[config.mk]
export PLATFORM = sky130hd
export DESIGN_NAME = serial_adder_sub
export DESIGN_NICKNAME = d
export VERILOG_FILES = /design/src/rtl/serial_adder_pkg.sv /design/src/rtl/serial_adder_sub_digit_adder.sv /design/src/rtl/serial_adder_sub.sv
export SDC_FILE = /design/constraint.sdc
export NUM_CORES = 1
export LEC_CHECK = 0
export ABC_CLOCK_PERIOD_IN_PS = 2600
export CAP_MARGIN = 20
export CELL_PAD_IN_SITES_DETAIL_PLACEMENT = 1
export CELL_PAD_IN_SITES_GLOBAL_PLACEMENT = 2
export CORE_ASPECT_RATIO = 2
export CORE_MARGIN = 5
export CORE_UTILIZATION = 29
export CTS_CLUSTER_DIAMETER = 150
export DETAILED_ROUTE_END_ITERATION = 6
export PLACE_DENSITY_LB_ADDON = 0.1
export SYNTH_ARGS = -nofsm -noshare
export SYNTH_HDL_FRONTEND = slang
export SYNTH_SLANG_ARGS = --single-unit
export TNS_END_PERCENT = 10
[constraint.sdc]
create_clock -name clk -period 2.6 [get_ports clk]
set_input_delay 0.39 -clock clk [delete_from_list [all_inputs] [get_ports clk]]
set_output_delay 0.39 -clock clk [all_outputs]
set_load 0.01 [all_outputs]
[src/rtl/serial_adder_pkg.sv]
// Shared types for the digit-serial adder/subtractor: FSM state encoding
// and the digit-counter width helper.
package serial_adder_pkg;

    typedef enum logic [1:0] {
        IDLE = 2'd0,
        RUN  = 2'd1,
        DONE = 2'd2
    } state_t;

    // A one-digit operation still needs a 1-bit counter register.
    function automatic int cnt_width(input int ndig);
        return (ndig > 1) ? $clog2(ndig) : 1;
    endfunction

endpackage

[src/rtl/serial_adder_sub_digit_adder.sv]
// Combinational ripple chain of DIGIT full adders. It also exports the carry
// into the top bit, so the caller can derive signed overflow.
module digit_adder #(
    parameter int DIGIT = 4
) (
    input  logic [DIGIT-1:0] a,
    input  logic [DIGIT-1:0] b,
    input  logic             cin,
    output logic [DIGIT-1:0] s,
    output logic             cout,
    output logic             c_msb_in
);

    always_comb begin : ripple
        logic c;
        c        = cin;
        s        = '0;
        c_msb_in = cin;
        for (int i = 0; i < DIGIT; i++) begin
            if (i == DIGIT - 1) c_msb_in = c;
            s[i] = a[i] ^ b[i] ^ c;
            c    = (a[i] & b[i]) | (c & (a[i] ^ b[i]));
        end
        cout = c;
    end

endmodule

[src/rtl/serial_adder_sub.sv]
// Digit-serial WIDTH-bit add/subtract. Each operation runs NDIG = WIDTH/DIGIT
// cycles through a registered carry, with valid/ready handshakes on both sides.
module serial_adder_sub
    import serial_adder_pkg::*;
#(
    parameter int WIDTH = 16,
    parameter int DIGIT = 4
) (
    input  logic             clk,
    input  logic             rst,
    input  logic             in_valid,
    output logic             in_ready,
    input  logic [WIDTH-1:0] a,
    input  logic [WIDTH-1:0] b,
    input  logic             cin,
    input  logic             sub,
    output logic             out_valid,
    input  logic             out_ready,
    output logic [WIDTH-1:0] sum,
    output logic             cout,
    output logic             ovf,
    output logic [1:0]       dbg_state
);

    // Handshake: a transfer happens on a rising edge where valid and ready are
    // both high. out_valid and the result stay stable until accepted, and
    // in_ready is only offered in IDLE.

    localparam int NDIG = WIDTH / DIGIT;
    localparam int CW   = cnt_width(NDIG);
    localparam logic [CW-1:0] LAST = CW'(NDIG - 1);

    if (WIDTH < 2 || DIGIT < 1 || (WIDTH % DIGIT) != 0) begin : g_bad_params
        $error("serial_adder_sub: WIDTH must be >= 2 and a multiple of DIGIT");
    end

    state_t state, state_nxt;

    logic [WIDTH-1:0] a_sr, b_sr, sum_r;
    logic             carry, cout_r, ovf_r;
    logic [CW-1:0]    cnt;

    logic [DIGIT-1:0] d_s;
    logic             d_cout, d_cmsb;

    digit_adder #(.DIGIT(DIGIT)) u_digit (
        .a        (a_sr[DIGIT-1:0]),
        .b        (b_sr[DIGIT-1:0]),
        .cin      (carry),
        .s        (d_s),
        .cout     (d_cout),
        .c_msb_in (d_cmsb)
    );

    always_ff @(posedge clk) begin
        if (rst) state <= IDLE;
        else     state <= state_nxt;
    end

    always_comb begin
        state_nxt = state;
        case (state)
            IDLE:    if (in_valid)     state_nxt = RUN;
            RUN:     if (cnt == LAST)  state_nxt = DONE;
            DONE:    if (out_ready)    state_nxt = IDLE;
            default:                   state_nxt = IDLE;
        endcase
    end

    // Subtraction is A + ~B + 1, so B is inverted on capture and the carry seeded.
    always_ff @(posedge clk) begin
        if (rst) begin
            a_sr   <= '0;
            b_sr   <= '0;
            sum_r  <= '0;
            carry  <= 1'b0;
            cout_r <= 1'b0;
            ovf_r  <= 1'b0;
            cnt    <= '0;
        end else begin
            case (state)
                IDLE: begin
                    if (in_valid) begin
                        a_sr  <= a;
                        b_sr  <= sub ? ~b : b;
                        carry <= sub ? 1'b1 : cin;
                        cnt   <= '0;
                    end
                end
                RUN: begin
                    a_sr  <= a_sr >> DIGIT;
                    b_sr  <= b_sr >> DIGIT;
                    carry <= d_cout;
                    sum_r <= (sum_r >> DIGIT) | (WIDTH'(d_s) << (WIDTH - DIGIT));
                    cnt   <= cnt + CW'(1);
                    if (cnt == LAST) begin
                        cout_r <= d_cout;
                        ovf_r  <= d_cmsb ^ d_cout;
                    end
                end
                default: ;
            endcase
        end
    end

    assign in_ready  = (state == IDLE) && !rst;
    assign out_valid = (state == DONE);
    assign sum       = sum_r;
    assign cout      = cout_r;
    assign ovf       = ovf_r;
    assign dbg_state = state;

endmodule

==> results.yml, run 1 <==
cells_and_area:
  areaGrowthSynthToFinish_pct: 32.4
  n_fill_cell: 1020
  stdcell_count: 444
  nets: 386
  drive_above_1_share_pct: 9.30
  antenna_cells: 0
timing:
  rsz0062_at_grt: "false"
  worst_slew_pin_slew_ns: 0.632
  setup_slack_ns: 0.421
  tns_ns: 0
  fmax_mhz: 459
  finalSetupViolations: 0
  period_share_pct: 83.8
  relSlewSlack_pct: 57.7
  clock-skew-final_ns: 0.00270
  period_needed_ns: 2.18
  holdWs_ns: 0.456
  slew_violations: 0
  hold_violations: 0
detailed_routing:
  via_per_inst: 5.00
  wirelength_mm: 7.09
  vias: 2218
  drc: 0
  post_drt_wl_per_cell_um: 16.0
  antenna_left: 0
  drtIter0Drc: 88
  dr.pass1.iters: 4
logic_synthesis:
  yosysMostFrequentCell: "dfxtp_1"
  avgSynthCellArea_um2: 8.50
  synth_nets: 336
  synth_top_family_by_area: "compound AO/OA/AOI/OAI gates"
  yosys_warnings: 0
  synthTopCellsByArea: "dfxtp_1 44%, a21oi_1 8.6%, a22oi_1 6.3%"
  synth_top_cells_by_count: "55 x dfxtp_1, 43 x a21oi_1, 36 x nor2_1"
  synth_edf_count: 0
  yosysSeqAreaShare_pct: 44.2
  synth_cell_type_count: 28
  synth-main-ff-cell: "dfxtp_1"
  synthArstFlopShare_pct: 0
  synth_area_leader_cell: "dfxtp_1"
  synth_cells: 293
  synth-seq-cells: 55
  synthAdderAreaFrac_pct: 3.72
  synth-xor-area-share_pct: 5.98
  synthMuxAreaShare_pct: 0.402
  synth_compound_area_share_pct: 24.7
  synth_area_um2: 2490
  yosys.area_share.simple_pct: 13.6
  synth_top_area_share_pct: 44.2
floorplanning:
  core_um2: 8530
  die_h_um: 141
  initial_core_util_pct: 29.2
  dieArea_um2: 10700
  die_x_um: 75.5
  rows: 48
  ios: 60
clock_tree:
  cts_buffer_depth: 2
  ctsHtreeMaxLevel: 2
  path_clk_slew_ns: 0.07
  numCtsBuffers: 5
  postCtsSetupRepairBufs: 0
  cts_hold_buf: 0
  cts_tree: "done"
  insertion_delay_ns: 0.29
  cts_resized: 0
  ctsRootBufferMaster: "clkbuf_16"
  clock-sinks: 55
placed_design:
  gp_congestion: 0.737
  post-dp-hpwl_mm: 5.08
  io_buffers: 59
  dp.cells: 436
  place_ws_ns: 0.415
pwr:
  p_sw_uw: 504
  p_seq_share_pct: 49.0
  comb_power_share_pct: 17.0
  max-vdd-ir-drop_mv: 0.386
  clockPowerShare_pct: 34.0
  p_leak_uw: 0.00120
  cellPowerDensity_nw_per_um2: 584
  finalPower_uw: 1930
  internal-power_uw: 1420
  sw_frac_of_total_pct: 26.1
worst_setup_path:
  cp.arrival_ns: 2.39
  endpoint_kind: "flop"
  cp.required_ns: 2.81
  worst-setup-path-type: "flop to flop"
  cp-start-kind: "flop"
  crit_fanout: 3
global_route:
  grt_usage_pct: 14.0
  antenna_found_initial: 0
  grt_pass1_wl_mm: 11.5
  grt_pass1_vias: 2304
  grt_overflow_total: 0
  grt_max_degree: 56
hold_path:
  hold_class: "flop to flop"
run:
  maxCapViolations: 0
outcome:
  status: "finished, final reports clean"
[layout make-up]
cell class / instances / area [um^2] / area share [%]
clock buffer: 7 / 133 / 4.02
clock inverter: 1 / 5.00 / 0.152
inverter: 18 / 67.6 / 2.05
multi-input combinational: 194 / 1210 / 36.6
sequential: 55 / 1100 / 33.4
tap: 100 / 125 / 3.79
timing repair buffer: 69 / 661 / 20.0
[cells by family after synthesis]
kind of cell,Yosys count
AO/OA/AOI/OAI,92
AND/OR/NAND/NOR,79
flip-flops,55
buffers and inverters,44
XOR/XNOR,17
adder cells (fa/ha/maj),5
multiplexers,1
[power groups by stage]
stage | logic (uW) | registers (uW) | clock network [uW]
4_1_cts | 336 | 947 | 680
3_3_place_gp | 331 | 964 | 0
6_report | 328 | 944 | 656
3_5_place_dp | 335 | 966 | 0
2_1_floorplan | 200 | 951 | 0
5_1_grt | 367 | 952 | 711
[stage by stage]
step                      utilization [%]  area [um^2]
after floorplan                         -         2490
after global placement               37.1         3160
after detailed placement             37.1         3160
after CTS                            38.7         3300
after global routing                 38.7         3300
final                                38.7         3300
[layout by cell type, fill, tap and decap left out, types with 2 or more instances in the layout]
| master | n |
|---|---|
| a21oi_1 | 43 |
| o22ai_1 | 12 |
| buf_4 | 10 |
| clkdlybuf4s50_1 | 58 |
| a22oi_1 | 21 |
| inv_1 | 18 |
| clkbuf_1 | 2 |
| xor2_1 | 4 |
| fa_1 | 4 |
| clkbuf_16 | 5 |
| nor2b_1 | 3 |
| a211oi_1 | 2 |
| dfxtp_1 | 55 |
| nand2b_1 | 2 |
| xnor2_1 | 13 |
| o221a_2 | 11 |
| nand2_1 | 31 |
| nor2_1 | 36 |
[sequential cells by signal, summed over array words and instances (netlist names)]
register / cells
sum: 16
cnt: 2
a_sr: 16
ovf: 1
carry: 1
dbg_state: 2
cout: 1
b_sr: 16
[worst paths after layout]
kind	end	from	slack (ns)	cells after the start
worst min register to register	sum[3]$_SDFFE_PP0P_	sum[3]$_SDFFE_PP0P_	0.46	2
worst min-delay path	sum[3]$_SDFFE_PP0P_	sum[3]$_SDFFE_PP0P_	0.46	2
worst max register to register	sum[15]$_SDFFE_PP0P_	a_sr[0]$_SDFFE_PP0P_	0.42	8
worst max-delay path	sum[15]$_SDFFE_PP0P_	a_sr[0]$_SDFFE_PP0P_	0.42	8
[metal layers]
metal  GRT usage (%)  vias up  wire, um
met4            4.98        0       108
met5               0        -         0
met2            25.2       47      3890
met3            2.50        5       284
met1            15.7     1063      2810
li1                -     1103         -
[critical path, stage by stage, from the launching register on]
cell      delay (ns)
dfxtp_1         0.34
fa_1            0.42
inv_1           0.08
fa_1            0.15
inv_1           0.04
fa_1            0.39
inv_1           0.08
fa_1            0.40
a211oi_1        0.20
No activity file was read; power rests on OpenSTA's default activity.
==> run 2: changes to the inputs <==
--- a/config.mk
+++ b/config.mk
@@ -5,13 +5,13 @@
 export SDC_FILE = /design/constraint.sdc
 export NUM_CORES = 1
 export LEC_CHECK = 0
-export ABC_CLOCK_PERIOD_IN_PS = 2600
+export ABC_CLOCK_PERIOD_IN_PS = 1800
 export CAP_MARGIN = 20
 export CELL_PAD_IN_SITES_DETAIL_PLACEMENT = 1
 export CELL_PAD_IN_SITES_GLOBAL_PLACEMENT = 2
 export CORE_ASPECT_RATIO = 2
 export CORE_MARGIN = 5
-export CORE_UTILIZATION = 29
+export CORE_UTILIZATION = 26
 export CTS_CLUSTER_DIAMETER = 150
 export DETAILED_ROUTE_END_ITERATION = 6
 export PLACE_DENSITY_LB_ADDON = 0.1
==> constraint.sdc (replaced) <==
create_clock -name clk -period 1.8 [get_ports clk]
set_input_delay 0.27 -clock clk [delete_from_list [all_inputs] [get_ports clk]]
set_output_delay 0.27 -clock clk [all_outputs]
set_load 0.01 [all_outputs]
==> results.yml, run 2 (synthesis gave the netlist of run 1 again) <==
clock_tree:
  cts_tree: "done"
  ctsRootBufferMaster: "clkbuf_16"
  numCtsBuffers: 5
  cts_hold_buf: 0
  insertion_delay_ns: 0.30
  ctsHtreeMaxLevel: 2
  path_clk_slew_ns: 0.07
  cts_buffer_depth: 2
  clock-sinks: 55
run:
  maxCapViolations: 0
detailed_routing:
  wirelength_mm: 7.27
  dr.pass1.iters: 4
  via_per_inst: 4.94
  drc: 0
  vias: 2239
  drtIter0Drc: 106
  post_drt_wl_per_cell_um: 16.0
  antenna_left: 0
placed_design:
  io_buffers: 59
  post-dp-hpwl_mm: 5.18
  dp.cells: 443
  gp_congestion: 0.730
cells_and_area:
  n_fill_cell: 1114
  layout.area.seq_um2: 1110
  areaGrowthSynthToFinish_pct: 37.7
  antenna_cells: 0
  layout_commonest_cell: "clkdlybuf4s50_1"
  multiInputGateArea_um2: 1240
  drive_above_1_share_pct: 15.2
  nets: 391
  final_util_pct: 36.6
  layout_common_cells: "57 x clkdlybuf4s50_1, 51 x dfxtp_1, 41 x a21oi_1, 36 x nor2_1, 31 x nand2_1"
  stdcell_count: 453
floorplanning:
  die_x_um: 79.2
  rows: 50
  die_h_um: 148
  core_um2: 9380
  initial_core_util_pct: 26.5
  ios: 60
  dieArea_um2: 11800
timing:
  finalSetupViolations: 4
  relSlewSlack_pct: 58.1
  holdWs_ns: 0.456
  period_needed_ns: 2.10
  tns_ns: -0.991
  setup_slack_ns: -0.303
  period_share_pct: 117
  fmax_mhz: 475
  worst_slew_pin_slew_ns: 0.628
  hold_violations: 0
  rsz0062_at_grt: "true"
  slew_violations: 0
  clock-skew-final_ns: 0.00872
pwr:
  p_leak_uw: 0.00126
  cellPowerDensity_nw_per_um2: 844
  max-vdd-ir-drop_mv: 0.486
global_route:
  grt_max_degree: 56
  antenna_found_initial: 0
  grt_overflow_total: 0
  grt_pass1_vias: 2274
  grt_pass1_wl_mm: 11.8
  grt_usage_pct: 13.0
worst_setup_path:
  cp.required_ns: 2.02
  cp-start-kind: "flop"
  crit_fanout: 2
  cp.arrival_ns: 2.32
  endpoint_kind: "flop"
  worst-setup-path-type: "flop to flop"
hold_path:
  hold_class: "flop to flop"
outcome:
  violations: "setup timing"
  status: "complete, but fails checks"
==> run 2: critical path, cell delays in order (launching register included) <==
cell and delay (ns):
dfxtp_2 0.33, fa_2 0.38, inv_2 0.07, fa_2 0.18, inv_2 0.04, fa_2 0.34
inv_2 0.07, fa_2 0.43, a211oi_2 0.19
==> run 2: routing by layer <==
metal  share of wire (%)  vias up  track usage (%)
li1                    -     1110                -
met1                  42     1075             15.3
met2                  53       49             22.9
met3                 4.1        5             2.55
met4                 1.7        0             4.91
met5                   0        -                0
==> run 2: cell type report <==
| type | instances | share of cell area (%) |
|---|---|---|
| inverters | 18 | 1.97 |
| repair buffers | 74 | 21.5 |
| clock inverters | 1 | 0.255 |
| multi-input cells | 194 | 36.1 |
| clock buffers | 7 | 4.16 |
| well taps | 104 | 3.79 |
| flip-flops and latches | 55 | 32.2 |
==> run 2: power breakdown <==
part,internal (uW),leakage (uW),switching (uW)
Combinational,271,0.000734,246
Clock,559,0.0000741,459
Sequential,1300,0.000452,63.6
Total,2130,0.00126,768
==> run 2: stage by stage <==
step           cell area, um^2  setup slack, ns  total power (uW)
3_5_place_dp              3230           -0.402              1900
4_1_cts                   3410           -0.327              2940
2_1_floorplan             2490           -0.238              1660
5_1_grt                   3430           -0.407              3060
6_report                  3430           -0.303              2900
3_3_place_gp              3230           -0.348              1890
==> run 2: timing repair <==
action,in CTS,in global routing
pin swaps,4,5
buffers inserted,2,0
gates cloned,0,0
gates resized for setup,8,7
setup endpoints to repair,5,7
==> run 2: path summary, 6_finish.rpt <==
| kind | from | to | slack, ns | cells after the start |
|---|---|---|---|---|
| min | sum[3]$_SDFFE_PP0P_ | sum[3]$_SDFFE_PP0P_ | 0.46 | 2 |
| max reg2reg | carry$_SDFFE_PP0P_ | sum[15]$_SDFFE_PP0P_ | -0.30 | 8 |
| max | carry$_SDFFE_PP0P_ | sum[15]$_SDFFE_PP0P_ | -0.30 | 8 |
| min reg2reg | sum[3]$_SDFFE_PP0P_ | sum[3]$_SDFFE_PP0P_ | 0.46 | 2 |
==> run 3: changes to the inputs <==
--- a/config.mk
+++ b/config.mk
@@ -7,14 +7,13 @@
 export LEC_CHECK = 0
 export ABC_CLOCK_PERIOD_IN_PS = 1800
 export CAP_MARGIN = 20
-export CELL_PAD_IN_SITES_DETAIL_PLACEMENT = 1
-export CELL_PAD_IN_SITES_GLOBAL_PLACEMENT = 2
 export CORE_ASPECT_RATIO = 2
 export CORE_MARGIN = 5
-export CORE_UTILIZATION = 26
+export CORE_UTILIZATION = 44
 export CTS_CLUSTER_DIAMETER = 150
 export DETAILED_ROUTE_END_ITERATION = 6
-export PLACE_DENSITY_LB_ADDON = 0.1
+export PLACE_DENSITY = 0.75
+export SKIP_CTS_REPAIR_TIMING = 1
 export SYNTH_ARGS = -nofsm -noshare
 export SYNTH_HDL_FRONTEND = slang
 export SYNTH_SLANG_ARGS = --single-unit
==> results.yml, run 3 (synthesis gave the netlist of run 1 again) <==
floorplanning:
  core_um2: 5470
  ios: 60
  die_h_um: 116
  die_x_um: 63.2
  rows: 38
  dieArea_um2: 7360
  initial_core_util_pct: 45.6
worst_setup_path:
  reg2reg_slack_ns: -0.37
  critPathMostFrequentCell: "fa_2"
  crit_path_max_incr_delay_ns: 0.39
  crit_start: "a_sr[0]$_SDFFE_PP0P_"
  cp.required_ns: 2.05
  crit_buf_inv: 3
  cp-endpoint: "ovf$_SDFFE_PP0P_"
  worst-setup-path-type: "flop to flop"
  endpoint_kind: "flop"
  cp-start-kind: "flop"
  rr_endpoint: "ovf$_SDFFE_PP0P_"
  cp.depth: 10
  reg2regPathDepth: 10
  slowest_stage: "fa_2"
  path_delay_family: "adder cells"
  reg2reg_from: "a_sr[0]$_SDFFE_PP0P_"
  cp_cell_sequence: "fa_2 > inv_2 > fa_2 > inv_2 > fa_2 > inv_2 > fa_2 > xnor2_2 > nand3_2 > a21oi_2"
  cp.arrival_ns: 2.42
  crit_fanout: 3
run:
  maxCapViolations: 0
timing:
  tns_ns: -1.22
  relSlewSlack_pct: 61.6
  hold_violations: 0
  period_needed_ns: 2.17
  finalSetupViolations: 4
  clock-skew-final_ns: 0.0114
  fmax_mhz: 460
  setup_slack_ns: -0.373
  rsz0062_at_grt: "true"
  slew_violations: 0
  worst_slew_pin_slew_ns: 0.575
  period_share_pct: 121
global_route:
  grt_pass1_vias: 2177
  grt_overflow_total: 0
  antenna_found_initial: 0
  grt_max_degree: 56
  grt_usage_pct: 16.3
  grt_pass1_wl_mm: 9.64
detailed_routing:
  post_drt_wl_per_cell_um: 14.6
  antenna_left: 0
  routed-wl-met3_um: 286
  met2_length_mm: 3.22
  wirelength_mm: 6.00
  vias: 2224
  drtIter0Drc: 100
  top_layer: "met4"
  via_per_inst: 5.42
  drc: 0
  wl_met1_mm: 2.32
  dr.pass1.iters: 4
pwr:
  cellPowerDensity_nw_per_um2: 778
  max-vdd-ir-drop_mv: 0.617
  p_leak_uw: 0.00124
clock_tree:
  path_clk_slew_ns: 0.10
  cts_tree: "done"
  numCtsBuffers: 5
  ctsHtreeMaxLevel: 2
  ctsRootBufferMaster: "clkbuf_8"
  clock-sinks: 55
  cts_buffer_depth: 2
  insertion_delay_ns: 0.31
placed_design:
  post-dp-hpwl_mm: 4.14
  io_buffers: 59
  gp_congestion: 0.847
hold_path:
  hold_class: "flop to flop"
cells_and_area:
  final_util_pct: 60.8
  areaGrowthSynthToFinish_pct: 33.5
  layout_common_cells: "57 x clkdlybuf4s50_1, 50 x dfxtp_1, 42 x a21oi_1, 36 x nor2_1, 31 x nand2_1"
  drive_above_1_share_pct: 16.0
  antenna_cells: 0
  nets: 392
  layout_commonest_cell: "clkdlybuf4s50_1"
  n_fill_cell: 495
outcome:
  status: "complete, but fails checks"
  violations: "setup timing"
## run 3: cell type report
cell class / count / area [um^2] / area share, %
inverters: 18 / 67.6 / 2.03
repair buffers: 75 / 737 / 22.2
clock buffers: 6 / 82.6 / 2.48
well taps: 60 / 75.1 / 2.26
flip-flops and latches: 55 / 1110 / 33.3
multi-input cells: 194 / 1240 / 37.3
clock inverters: 2 / 16.3 / 0.489
## run 3: worst min-delay path by stage
stage | startpoint | endpoint | slack (ns) | depth (start not counted)
floorplan | a[12] | a_sr[12]$_SDFFE_PP0P_ | 0.42 | 2
CTS | sum[0]$_SDFFE_PP0P_ | sum[0]$_SDFFE_PP0P_ | 0.46 | 2
global placement | sum[3]$_SDFFE_PP0P_ | sum[3]$_SDFFE_PP0P_ | 0.44 | 2
finish | sum[0]$_SDFFE_PP0P_ | sum[0]$_SDFFE_PP0P_ | 0.46 | 2
global route | sum[0]$_SDFFE_PP0P_ | sum[0]$_SDFFE_PP0P_ | 0.48 | 2
detailed placement | sum[0]$_SDFFE_PP0P_ | sum[0]$_SDFFE_PP0P_ | 0.45 | 2
## run 3: worst reg2reg max path, stage by stage (launching register included)
cell and delay [ns]:
dfxtp_2 0.36, fa_2 0.19, inv_2 0.04, fa_2 0.32
inv_2 0.06, fa_2 0.21, inv_2 0.04, fa_2 0.39
xnor2_2 0.22, nand3_2 0.13, a21oi_2 0.14
## run 3: per-layer routing
metal	vias up	track usage [%]
li1	1117	-
met1	1039	17.5
met2	56	29.3
met3	12	3.37
met4	0	9.02
met5	-	0
## run 3: power breakdown
part | total [uW] | switching [uW] | internal (uW)
Combinational | 502 | 232 | 269
Sequential | 1360 | 65.0 | 1300
Clock | 720 | 405 | 315
## run 3: through the flow
step                power, uW  setup slack, ns  area [um^2]  cells  hold WS (ns)
floorplan                1660           -0.238         2490    293         0.418
global placement         1860           -0.299         3170    400         0.443
detailed placement       1870           -0.359         3170    400         0.447
CTS                      2590           -0.521         3270    408         0.462
global route             2700           -0.469         3320    410         0.484
finish                   2590           -0.373         3320    410         0.457
